$ cat src/rtl/lsu_pkg.sv
// Shared encodings for the load/store unit: access sizes, FSM states, lane masks.
package lsu_pkg;
  localparam logic [1:0] SZ_BYTE = 2'b00;
  localparam logic [1:0] SZ_HALF = 2'b01;
  localparam logic [1:0] SZ_WORD = 2'b10;

  typedef enum logic {IDLE = 1'b0, SECOND = 1'b1} lsu_state_e;

  // Size 11 is illegal and falls through to the word mask.
  function automatic logic [3:0] base_mask(input logic [1:0] size);
    case (size)
      SZ_BYTE: base_mask = 4'b0001;
      SZ_HALF: base_mask = 4'b0011;
      default: base_mask = 4'b1111;
    endcase
  endfunction
endpackage

$ cat src/rtl/mem_lane_align.sv
// Lane alignment: shifts store data/mask into lanes, shifts and extends load data.
module mem_lane_align
  import lsu_pkg::*;
(
  input  logic [1:0]  off,
  input  logic [1:0]  size,
  input  logic        sext,
  input  logic        hi,
  input  logic [31:0] wdata,
  input  logic [31:0] rd_word,
  input  logic [31:0] lo,
  output logic [3:0]  wren,
  output logic [31:0] wd,
  output logic [31:0] rd,
  output logic [31:0] lo_next,
  output logic        straddle
);
  logic [7:0]  mask8;
  logic [5:0]  lsh, rsh;
  logic [31:0] joined;

  assign lsh      = {1'b0, off, 3'b000};
  assign rsh      = {3'd4 - {1'b0, off}, 3'b000};
  assign mask8    = {4'b0000, base_mask(size)} << off;
  assign straddle = |mask8[7:4];

  assign wren    = hi ? mask8[7:4] : mask8[3:0];
  assign wd      = hi ? (wdata >> rsh) : (wdata << lsh);
  assign lo_next = rd_word >> lsh;
  // Second half: upper bytes of the result come from the next word's low lanes.
  assign joined  = hi ? (lo | (rd_word << rsh)) : lo_next;

  always_comb begin
    case (size)
      SZ_BYTE: rd = {{24{sext & joined[7]}}, joined[7:0]};
      SZ_HALF: rd = {{16{sext & joined[15]}}, joined[15:0]};
      default: rd = joined;
    endcase
  end
endmodule

$ cat src/rtl/mem_lsu.sv
// Load/store unit: byte/half/word accesses to a 4-lane memory, splitting word-straddling ones.
module mem_lsu
  import lsu_pkg::*;
#(
  parameter bit SPLIT_EN = 1'b1
) (
  input  logic        clk,
  input  logic        rst,
  input  logic        req,
  input  logic        we,
  input  logic [1:0]  size,
  input  logic        sext,
  input  logic [31:0] addr,
  input  logic [31:0] wdata,
  output logic [31:0] rdata,
  output logic        done,
  output logic        stall,
  output logic        misalign,
  output logic [31:0] mem_addr,
  output logic [31:0] mem_wdata,
  output logic [3:0]  mem_wren,
  input  logic [31:0] mem_rdata
);
  lsu_state_e  state, nxt;
  logic [31:0] lo, lo_next, base, al_wd, al_rd;
  logic [3:0]  al_wren;
  logic        strad;

  assign base = {addr[31:2], 2'b00};

  mem_lane_align u_align (
    .off      (addr[1:0]),
    .size     (size),
    .sext     (sext),
    .hi       (state == SECOND),
    .wdata    (wdata),
    .rd_word  (mem_rdata),
    .lo       (lo),
    .wren     (al_wren),
    .wd       (al_wd),
    .rd       (al_rd),
    .lo_next  (lo_next),
    .straddle (strad)
  );

  always_ff @(posedge clk) begin
    if (rst) begin
      state <= IDLE;
      lo    <= '0;
    end else begin
      state <= nxt;
      if (state == IDLE && nxt == SECOND) lo <= lo_next;
    end
  end

  always_comb begin
    nxt       = state;
    mem_addr  = '0;
    mem_wdata = '0;
    mem_wren  = '0;
    rdata     = '0;
    done      = 1'b0;
    stall     = 1'b0;
    misalign  = 1'b0;
    if (!rst) begin
      if (state == SECOND) begin
        // Finishes with whatever inputs are present, even if req dropped.
        mem_addr  = base + 32'd4;
        mem_wdata = al_wd;
        mem_wren  = we ? al_wren : 4'b0000;
        rdata     = al_rd;
        done      = 1'b1;
        nxt       = IDLE;
      end else if (req) begin
        if (strad && !SPLIT_EN) begin
          misalign = 1'b1;
          done     = 1'b1;
        end else begin
          mem_addr  = base;
          mem_wdata = al_wd;
          mem_wren  = we ? al_wren : 4'b0000;
          if (strad) begin
            stall = 1'b1;
            nxt   = SECOND;
          end else begin
            done  = 1'b1;
            rdata = al_rd;
          end
        end
      end
    end
  end
endmodule

$ cat config.mk
export PLATFORM = sky130hd
export DESIGN_NAME = mem_lsu
export DESIGN_NICKNAME = d
export VERILOG_FILES = /design/src/rtl/lsu_pkg.sv /design/src/rtl/mem_lane_align.sv /design/src/rtl/mem_lsu.sv
export SDC_FILE = /design/constraint.sdc
export NUM_CORES = 1
export LEC_CHECK = 0
export CORE_MARGIN = 2
export CORE_UTILIZATION = 49
export DETAILED_ROUTE_END_ITERATION = 10
export PLACE_DENSITY = 0.95
export RECOVER_POWER = 25
export SYNTH_ARGS = -nofsm -noshare
export SYNTH_HDL_FRONTEND = slang
export SYNTH_SLANG_ARGS = --single-unit
$ cat constraint.sdc
create_clock -name clk -period 7.4 [get_ports clk]
set_input_delay 1.11 -clock clk [delete_from_list [all_inputs] [get_ports clk]]
set_output_delay 1.11 -clock clk [all_outputs]
set_load 0.01 [all_outputs]
==> results.py <==
metrics = {
    "placed_design": {
        "routabilityCongestion": 0.994,
        "port_buffers": 202,
        "dp_cells": 957,
        "dp_hpwl_um": 14600,
    },
    "run_status": {
        "status": "finished, final reports clean",
    },
    "timing": {
        "finalHoldViolCount": 0,
        "skew_ns": 0.00492,
        "relSlewSlack": 0.236,
        "max_freq_mhz": 161,
        "tightest_slew_ns": 1.15,
        "rsz0062_at_grt": "false",
        "min_period_ns": 6.22,
        "setup_viol": 0,
        "fin_crit_sh": 0.840,
        "slew_viol_final": 0,
        "fin_setup_tns_ns": 0,
    },
    "clock_tree": {
        "cts_resized": 0,
        "clk_latency_ns": 0.29,
        "post_cts_buffers": 0,
        "hold_buffers": 0,
        "cts_tree": "built",
        "cts_htree_levels": 2,
        "cts_buffers": 5,
        "cts_sinks": 33,
        "clockBufferDepth": 2,
        "cts-root-buf": "clkbuf_8",
        "clkTransAtPathRegs_ns": 0.06,
    },
    "critical_path": {
        "worstReg2RegEnd": "lo[0]$_SDFFE_PP0P_",
        "endpoint_kind": "output pin",
        "critPathKind": "primary input to output pin",
        "startpoint_type": "primary input",
        "rr_startpoint": "state$_SDFF_PP0_",
        "regToRegSetupSlack_ns": 4.10,
        "r2r_cells": 5,
        "cp.arrival_ns": 5.11,
        "cp-startpoint": "addr[0]",
        "cp-endpoint": "rdata[16]",
        "required_ns": 6.29,
        "crit_fanout": 38,
    },
    "detailed_routing": {
        "dr_wl_met3_um": 2280,
        "routed.top_layer": "met4",
        "drtPass1Iterations": 6,
        "viasPerCell": 6.78,
        "detailroute.via_count": 6533,
        "drc": 0,
        "wl_per_cell_um": 21.1,
        "wl_met2_um": 9210,
        "drt_iter0_drc": 755,
        "wl_met1_um": 7950,
        "routed_wl_um": 20300,
        "antenna_left": 0,
    },
    "cells_and_area": {
        "antenna_cells": 0,
        "multiInputGateArea_um2": 4120,
        "final_nets": 933,
        "regArea_um2": 664,
        "areaGrowthSynthToFinish_pct": 37.5,
        "fill_cells": 821,
        "fin_cells": 964,
        "drive_above_1_share": 0.0628,
    },
    "grt": {
        "overflow": 0,
        "grt_pass1_vias": 6112,
        "antenna_found_initial": 0,
        "grt_pass1_wl_um": 31500,
        "grt.total_usage": 0.338,
        "grt_max_degree": 110,
    },
    "synth": {
        "synth_cell_type_count": 73,
        "synthCells": 683,
        "ys_warn_count": 0,
        "syn_avg_cell_area_um2": 7.61,
        "async_flop_share": 0,
        "seq_area_frac_synth": 0.127,
        "synth-seq-cells": 33,
        "mappedNetlistArea_um2": 5200,
        "synth_edf_count": 0,
        "synth_flop_cell": "dfxtp_1",
    },
    "power_and_ir_drop": {
        "p_leak_nw": 2.67,
        "powerDensity_nw_per_um2": 101,
        "ir_drop_uv": 83.0,
    },
    "flow_run": {
        "cap_violations": 0,
    },
    "die": {
        "die_y_um": 107,
        "die-area_um2": 11500,
        "die_w_um": 107,
        "floorplan.initialDensity": 0.504,
        "ios": 206,
        "core_um2": 10300,
        "core.rowCount": 37,
    },
    "min_path": {
        "hp-class": "flip-flop to flip-flop",
    },
}
-- kinds of logic after synthesis --
group | count (synthesis) | synth area share
compound gates | 248 | 0.364
simple gates | 216 | 0.230
xor+xnor | 5 | 0.00842
buf+inv | 86 | 0.0813
mux | 92 | 0.183
other cells | 1 | 0.000721
flops | 33 | 0.127
fa+ha+maj | 2 | 0.00481
-- per-layer routing --
| metal | up-vias | track usage |
|---|---|---|
| met5 | - | 0 |
| met4 | 0 | 0.174 |
| met3 | 76 | 0.0644 |
| met2 | 486 | 0.537 |
| met1 | 3002 | 0.433 |
| li1 | 2969 | - |
-- critical path: stages --
cell,delay (ns)
buf_4,0.41
inv_2,0.38
ha_1,0.86
or2_1,0.43
o21ai_1,0.17
a41oi_2,0.94
a211oi_1,0.23
clkdlybuf4s50_1,0.54
-- worst min-delay path by stage --
stage | endpoint | slack [ns] | start | cells after the start
after floorplan | lo[24]$_SDFFE_PP0P_ | 0.42 | lo[24]$_SDFFE_PP0P_ | 1
after global placement | lo[5]$_SDFFE_PP0P_ | 0.44 | lo[5]$_SDFFE_PP0P_ | 2
after detailed placement | lo[1]$_SDFFE_PP0P_ | 0.45 | lo[1]$_SDFFE_PP0P_ | 2
after CTS | lo[1]$_SDFFE_PP0P_ | 0.46 | lo[1]$_SDFFE_PP0P_ | 2
after global routing | lo[6]$_SDFFE_PP0P_ | 0.48 | lo[6]$_SDFFE_PP0P_ | 2
final | lo[1]$_SDFFE_PP0P_ | 0.46 | lo[1]$_SDFFE_PP0P_ | 2
-- final cells by class --
| cell class | instances | area share |
|---|---|---|
| Multi-Input combinational cell | 566 | 0.577 |
| Sequential cell | 33 | 0.0929 |
| Inverter | 16 | 0.00840 |
| Clock buffer | 7 | 0.0121 |
| Timing Repair Buffer | 206 | 0.286 |
| Tap cell | 136 | 0.0238 |
-- metrics by stage --
step | total power (W) | hold WS, ns | setup WS (ns) | util | instance area, µm²
after floorplan | 0.000412 | 0.424 | 3.04 | - | 5210
after CTS | 0.000715 | 0.457 | 1.31 | 0.692 | 7150
final | 0.000725 | 0.463 | 1.18 | 0.692 | 7150
after global placement | 0.000568 | 0.435 | 1.44 | 0.684 | 7060
after global routing | 0.000756 | 0.480 | 1.02 | 0.692 | 7150
after detailed placement | 0.000574 | 0.448 | 1.30 | 0.684 | 7060
-- power by group --
part	internal, W	switching, W	total (W)
Combinational	0.000177	0.000208	0.000385
Sequential	0.000185	0.0000117	0.000197
Clock	0.0000739	0.0000691	0.000143
-- synth_stat cells (15+ instances only) --
cell,count,share of area
mux2i_1,66,0.13
a21oi_1,53,0.051
nor2_1,46,0.033
dfxtp_1,33,0.13
a211oi_1,31,0.045
clkbuf_1,27,0.019
nand2_1,27,0.019
buf_2,25,0.024
mux2_1,24,0.052
nor3_1,23,0.022
nor2b_1,20,0.024
and3_1,17,0.020
nand3_1,17,0.016
o21ai_0,15,0.014
-- cells in the final DEF, fill, tap and decap left out, types with 10 or more instances in the layout --
| cell type | synthesis | layout |
|---|---|---|
| and3_1 | 17 | 17 |
| o211ai_1 | 13 | 13 |
| a21oi_1 | 53 | 53 |
| nor2b_1 | 20 | 20 |
| a211oi_1 | 31 | 31 |
| mux2i_1 | 66 | 66 |
| o22ai_1 | 10 | 10 |
| a31o_1 | 13 | 13 |
| a211oi_2 | 10 | 10 |
| nand3_1 | 17 | 17 |
| o21ai_0 | 15 | 22 |
| dfxtp_1 | 33 | 32 |
| nand2_1 | 27 | 27 |
| nor3_1 | 23 | 23 |
| inv_1 | 10 | 12 |
| nor2_1 | 46 | 46 |
| o2bb2ai_1 | 14 | 14 |
| a221oi_1 | 14 | 14 |
| mux2_1 | 24 | 24 |
| nand4_1 | 10 | 10 |
| clkdlybuf4s50_1 | 0 | 199 |
-- sequential cells by signal, summed over array words and instances, names as in the netlist --
register,flops
lo,32
state,1
No activity file was read; power rests on OpenSTA's default activity.
